**src/rtl/uart_rx_byte.sv**
```systemverilog
// 8N1 UART receiver: synchronizes the serial line, centres on each bit with a
// clock-count divider and emits one byte per frame. Define UART_RX_PARITY_EN for 8E1.
module uart_rx_byte #(
    parameter int CLKS_PER_BIT = 16,
    parameter int SYNC_STAGES  = 2
) (
    input  logic       i_clk,
    input  logic       i_rst,
    input  logic       i_line,
    output logic [7:0] o_data,
    output logic       o_valid,
    output logic       o_frame_err,
`ifdef UART_RX_PARITY_EN
    output logic       o_parity_err,
`endif
    output logic       o_busy
);

    localparam logic [11:0] LAST    = 12'(CLKS_PER_BIT - 1);
    localparam logic [11:0] HALF_M1 = 12'(CLKS_PER_BIT / 2 - 1);

    typedef enum logic [2:0] {
        S_IDLE,
        S_START,
        S_DATA,
`ifdef UART_RX_PARITY_EN
        S_PARITY,
`endif
        S_STOP,
        S_BREAK
    } state_t;

    state_t                 state_q;
    logic [SYNC_STAGES-1:0] sync_q;
    logic [11:0]            cnt_q;
    logic [2:0]             idx_q;
    logic [7:0]             shift_q;
    logic [7:0]             data_q;
    logic                   valid_q;
    logic                   ferr_q;
    logic                   busy_q;
    logic                   rx;
`ifdef UART_RX_PARITY_EN
    logic                   par_q;
    logic                   perr_q;
`endif

    assign rx          = sync_q[SYNC_STAGES-1];
    assign o_data      = data_q;
    assign o_valid     = valid_q;
    assign o_frame_err = ferr_q;
    assign o_busy      = busy_q;
`ifdef UART_RX_PARITY_EN
    assign o_parity_err = perr_q;
`endif

    always_ff @(posedge i_clk or posedge i_rst) begin
        if (i_rst) begin
            state_q <= S_IDLE;
            sync_q  <= '1;
            cnt_q   <= '0;
            idx_q   <= '0;
            shift_q <= '0;
            data_q  <= '0;
            valid_q <= 1'b0;
            ferr_q  <= 1'b0;
            busy_q  <= 1'b0;
`ifdef UART_RX_PARITY_EN
            par_q   <= 1'b0;
            perr_q  <= 1'b0;
`endif
        end else begin
            sync_q  <= {sync_q[SYNC_STAGES-2:0], i_line};
            valid_q <= 1'b0;
            ferr_q  <= 1'b0;
`ifdef UART_RX_PARITY_EN
            perr_q  <= 1'b0;
`endif
            cnt_q   <= cnt_q + 12'd1;
            case (state_q)
                S_IDLE: begin
                    cnt_q <= '0;
                    if (!rx) begin
                        state_q <= S_START;
                        busy_q  <= 1'b1;
                    end
                end
                S_START: begin
                    // Re-check mid start bit so short low glitches are dropped
                    if (cnt_q == HALF_M1) begin
                        cnt_q <= '0;
                        if (rx) begin
                            state_q <= S_IDLE;
                            busy_q  <= 1'b0;
                        end else begin
                            state_q <= S_DATA;
                            idx_q   <= '0;
                        end
                    end
                end
                S_DATA: begin
                    if (cnt_q == LAST) begin
                        cnt_q          <= '0;
                        shift_q[idx_q] <= rx;
                        if (idx_q == 3'd7) begin
`ifdef UART_RX_PARITY_EN
                            state_q <= S_PARITY;
`else
                            state_q <= S_STOP;
`endif
                        end else begin
                            idx_q <= idx_q + 3'd1;
                        end
                    end
                end
`ifdef UART_RX_PARITY_EN
                S_PARITY: begin
                    if (cnt_q == LAST) begin
                        cnt_q   <= '0;
                        par_q   <= rx;
                        state_q <= S_STOP;
                    end
                end
`endif
                S_STOP: begin
                    if (cnt_q == LAST) begin
                        cnt_q <= '0;
                        if (rx) begin
                            state_q <= S_IDLE;
                            busy_q  <= 1'b0;
`ifdef UART_RX_PARITY_EN
                            if (^{shift_q, par_q}) begin
                                perr_q <= 1'b1;
                            end else begin
                                data_q  <= shift_q;
                                valid_q <= 1'b1;
                            end
`else
                            data_q  <= shift_q;
                            valid_q <= 1'b1;
`endif
                        end else begin
                            ferr_q  <= 1'b1;
                            state_q <= S_BREAK;
                        end
                    end
                end
                S_BREAK: begin
                    cnt_q <= '0;
                    if (rx) begin
                        state_q <= S_IDLE;
                        busy_q  <= 1'b0;
                    end
                end
                default: begin
                    state_q <= S_IDLE;
                    busy_q  <= 1'b0;
                end
            endcase
        end
    end

endmodule

```
**config.mk**
```make
export PLATFORM = sky130hd
export DESIGN_NAME = uart_rx_byte
export DESIGN_NICKNAME = d
export VERILOG_FILES = /design/src/rtl/uart_rx_byte.sv
export SDC_FILE = /design/constraint.sdc
export NUM_CORES = 1
export LEC_CHECK = 0
export BUFFER_PORTS_ARGS = -buffer_cell sky130_fd_sc_hd__clkbuf_2
export CORE_ASPECT_RATIO = 1.75
export CORE_MARGIN = 3
export CORE_UTILIZATION = 30
export DETAILED_ROUTE_END_ITERATION = 8
export PLACE_DENSITY = 0.53
export SYNTH_ARGS = -nofsm -noshare
export SYNTH_HDL_FRONTEND = slang
export SYNTH_SLANG_ARGS = --single-unit
export TNS_END_PERCENT = 50
```
**constraint.sdc**
```tcl
create_clock -name i_clk -period 3.8 [get_ports i_clk]
set_input_delay 0 -clock i_clk [delete_from_list [all_inputs] [get_ports i_clk]]
set_output_delay 0 -clock i_clk [all_outputs]
set_load 0.005 [all_outputs]
```
### Word-level counts from Yosys, hierarchy flattened

Cells that the tools add are included.

* register bits: 39
* logic and storage cells: 70

* $add $sub $neg: 2
* order comparisons: 2
* equality and inequality tests: 15
* multiplexer cells: 31
* bitwise logic cells: 1
* reduce and logical (&&, ||, !) cells: 10

Operators by type and width (count)
* one-hot mux 12 bit (3 select lines): 1
* 2-to-1 mux 3 bit: 11
* 2-to-1 mux 12 bit: 2
* inequality test 2 bit (second input constant): 8
* one-hot mux 3 bit (5 select lines): 1
* adder 12 x 1 -> 12 bit (second input constant): 1
* == test 12 x 3 -> 1 bit (second input constant): 1
* == test 12 x 4 -> 1 bit (second input constant): 1
* 2-to-1 mux 1 bit: 11
* bitwise mux 8 bit: 1
* == test 3 x 2 -> 1 bit (second input constant): 2
* == test 3 bit (second input constant): 2
* one-hot mux 3 bit (2 select lines): 1
* AND reduction 6 bit: 1
* one-hot mux 1 bit (5 select lines): 1
* AND reduction 5 bit: 1
* less-than comparator 3 x 4 -> 1 bit (second input constant): 1
* AND reduction 4 bit: 1
* OR reduction 2 bit: 2
* adder 3 x 1 -> 3 bit (second input constant): 1
* demux 1 bit (select 3 bit): 1
* == test 3 x 1 -> 1 bit (second input constant): 1
* >= comparator 3 x 1 -> 1 bit (second input constant): 1
* zero test 3 bit: 1
* other kinds (6): 6

### Logic depth before layout (Yosys ltp)

* depth after elaboration: 5
* mapped depth: 6

### Least setup slack after synthesis

No wires, ideal clock.

* path kind: flip-flop to flip-flop
* start point: register cnt_q[5]
* end point: register data_q[0] (netlist: o_data[0])
* library setup time: 125 ps
* arrival time: 2011 ps
* path slack: 1664 ps
* stages on the path, launching flop included: 7
* path buffers: 2
* period minus slack after synthesis: 2136 ps
* path through: dfrtp_1 or4_1 buf_6 nor3b_4 and3_1 buf_6 mux2_2

* word-level cells in the longest chain between the ends: 2

Ends and longest elaborated chain
* start: declaration: RTL line 35 `logic [11:0] cnt_q;`
* start signal: assignment: RTL line 79 `cnt_q <= cnt_q + 12'd1;`
* == test 12 x 4 -> 1 bit: RTL line 126 `if (cnt_q == LAST) begin`
* AND reduction 3 bit (no source line)
* end signal: assignment: RTL line 139 `data_q <= shift_q;`
* end: declaration: RTL line 38 `logic [7:0] data_q;`

No other way between the ends.
A chain may end at the register's enable or synchronous reset.

### Worst setup path after layout

* start point: register cnt_q[5]
* end point: register data_q[4] (netlist: o_data[4])

The elaborated chain is that of the path after synthesis.

==> metrics.yaml <==
worst_setup_path:
  path_cells: "or4_1 -> nor3b_4 -> and3_1 -> mux2_2"
  cp_slowest_cell: "or4_1"
  crit_required_ns: 3.98
  start_kind: "register"
  arrival_ns: 2.66
  path_class: "register to register"
  critPathMaxStageDelay_ns: 0.74
  end_kind: "register"
  crit_fanout: 9
timing:
  fmax_ghz: 0.403
  rsz0062_at_grt: "false"
  drv_slew: 0
  hold_viol_final: 0
  tightest_slew_ns: 0.482
  setup_viol: 0
  clock_skew_ns: 0.00430
  timing.hold.ws_ns: 0.342
  period_share_pct: 65.2
  period_needed_ns: 2.48
  fin_tns_setup_ns: 0
  max_slew_margin_pct: 67.9
final_layout:
  final_nets: 182
  area_growth_syn_to_layout_pct: 14.4
  final_cells: 253
  layout-drive-gt1-share_pct: 25.4
  layout_commonest_cell: "dfrtp_1"
  final_area_um2: 2080
  antenna_cells: 0
  final_cell_mix: "dfrtp_1 (37), nor2_1 (21), mux2_2 (16), clkbuf_2 (13), nand2_1 (11)"
  n_fill_cell: 570
  fin_util_pct: 36.3
clock_network:
  cts-buffers-inserted: 5
  postCtsSetupRepairBufs: 0
  cts_buffer_depth: 2
  clkLatencyLatePin_ns: 0.29
  cts_tree: "yes"
  htreeDepth: 2
  cts_hold_buf: 2
  cts_resized: 0
  cts_root_buffer: "clkbuf_8"
  cts_sinks: 39
  clk_pin_slew_ns: 0.08
global_route:
  grt_use_total_pct: 10.7
  overflow: 0
  grt_antenna_before_repair: 0
  grt_max_degree: 40
  grt_pass1_vias: 1252
  grt_first_pass_wirelength_mm: 5.80
logic_synthesis:
  yosysWarnings: 0
  avgSynthCellArea_um2: 11.4
  yosysUniqueCellTypes: 36
  seq_area_frac_synth_pct: 53.9
  ys_seq_elements: 39
  synth.top_cell.area_share_pct: 51.0
  synthCells: 160
  synthesis.nets: 166
  syn_area_um2: 1820
  synth.area.top_cells: "dfrtp_1 (51%), mux2_2 (9.9%), nor2_1 (4.3%), xnor2_1 (3.9%), dfstp_2 (2.9%)"
  yosysTopAreaCell: "dfrtp_1"
drt:
  drt_iter0_drc: 60
  wl_per_cell_um: 13.0
  wirelength_mm: 3.28
  antenna_left: 0
  via_count: 1179
  drc: 0
  via_per_inst: 4.66
  drtPass1Iterations: 4
die:
  die_x_um: 64.8
  core_area_um2: 5720
  start_util_pct: 31.8
  ios: 14
  num_rows: 36
  fp.dieH_um: 109
  dieArea_um2: 7060
power_and_ir_drop:
  p_per_area_nw_per_um2: 520
  p_leak_nw: 0.958
  ir_worst_vdd_uv: 178
place:
  io_buffers: 13
  place_area_um2: 1940
  gp_congestion: 0.790
  dp_hpwl_mm: 2.41
  placed_cells: 243
flow_run:
  maxCapViolations: 0
worst_hold_path:
  min_path_type: "primary input to register"
status:
  status: "completed"
-- final cells by class --
type,instances,area [um2],area share [%]
repair buffers,16,92.6,4.46
clock buffers,6,82.6,3.97
inverters,8,30.0,1.44
multi-input cells,106,764,36.8
flip-flops and latches,39,978,47.1
clock inverters,2,35.0,1.69
well taps,76,95.1,4.58
-- synth_stat cells (all sizes together) --
| cell type | n |
|---|---|
| mux2 | 16 |
| xnor2 | 8 |
| dfstp | 2 |
| nor4 | 5 |
| a21oi | 1 |
| dfrtp | 37 |
| a22oi | 1 |
| or4 | 2 |
| a211o | 1 |
| nor4bb | 1 |
| and4b | 1 |
| nand2 | 11 |
| nor3b | 2 |
| a211oi | 1 |
| a32o | 1 |
| nor3 | 4 |
| nand4b | 1 |
| buf | 4 |
| ha | 3 |
| maj3 | 1 |
| or3b | 1 |
| o21ai | 3 |
| nor4b | 1 |
| nor2 | 21 |
| clkbuf | 3 |
| nand4 | 3 |
| xor2 | 3 |
| o22a | 1 |
| inv | 8 |
| and3 | 4 |
| nand3 | 8 |
| a21o | 1 |
-- per-layer routing --
| metal | up-vias | global-route usage [%] | wire (um) |
|---|---|---|---|
| met3 | 6 | 2.58 | 103 |
| met2 | 19 | 20.1 | 1830 |
| li1 | 587 | - | - |
| met5 | - | 0 | 0 |
| met1 | 567 | 10.9 | 1270 |
| met4 | 0 | 4.84 | 68 |
-- worst paths after layout --
path	from	endpoint	slack, ns	cells past startpoint
setup / recovery	cnt_q[5]	o_data[4]	1.32	4
hold / removal	i_line	sync_q[0]	0.34	2
setup reg to reg	cnt_q[5]	o_data[4]	1.32	4
hold reg to reg	sync_q[0]	sync_q[1]	0.36	0
max in group asynchronous	i_rst	sync_q[0]	3.10	4
min in group asynchronous	i_rst	shift_q[3]	0.35	4
-- worst max-delay path, delay by kind of cell, from the launching register on --
kind / cells / cell delay [ns]
simple gates: 3 / 1.56
flops: 1 / 0.43
mux: 1 / 0.38
-- logic make-up after synthesis --
family,share of synthesized area [%]
compound gates,3.86
flops,53.9
xor+xnor,5.30
fa+ha+maj,2.62
simple gates,20.4
buf+inv,4.06
mux,9.92
-- report_power, final --
part | internal (mW) | switching (mW) | leakage [nW]
registers | 0.459 | 0.0602 | 0.521
clock network | 0.212 | 0.142 | 0.0612
logic | 0.0843 | 0.123 | 0.376
-- sequential cells by signal, indices dropped and copies added, names as in the netlist --
| register | flops |
|---|---|
| cnt_q | 12 |
| o_data | 8 |
| shift_q | 8 |
| idx_q | 3 |
| state_q | 3 |
| sync_q | 2 |
| o_busy | 1 |
| o_frame_err | 1 |
| o_valid | 1 |
-- metrics by stage --
step	power, mW	setup WS, ns
global route	1.15	1.14
detailed placement	0.738	1.28
global placement	0.738	1.33
finish	1.08	1.32
floorplan	0.700	1.66
CTS	1.10	1.28
No activity file was read; power rests on OpenSTA's default activity.
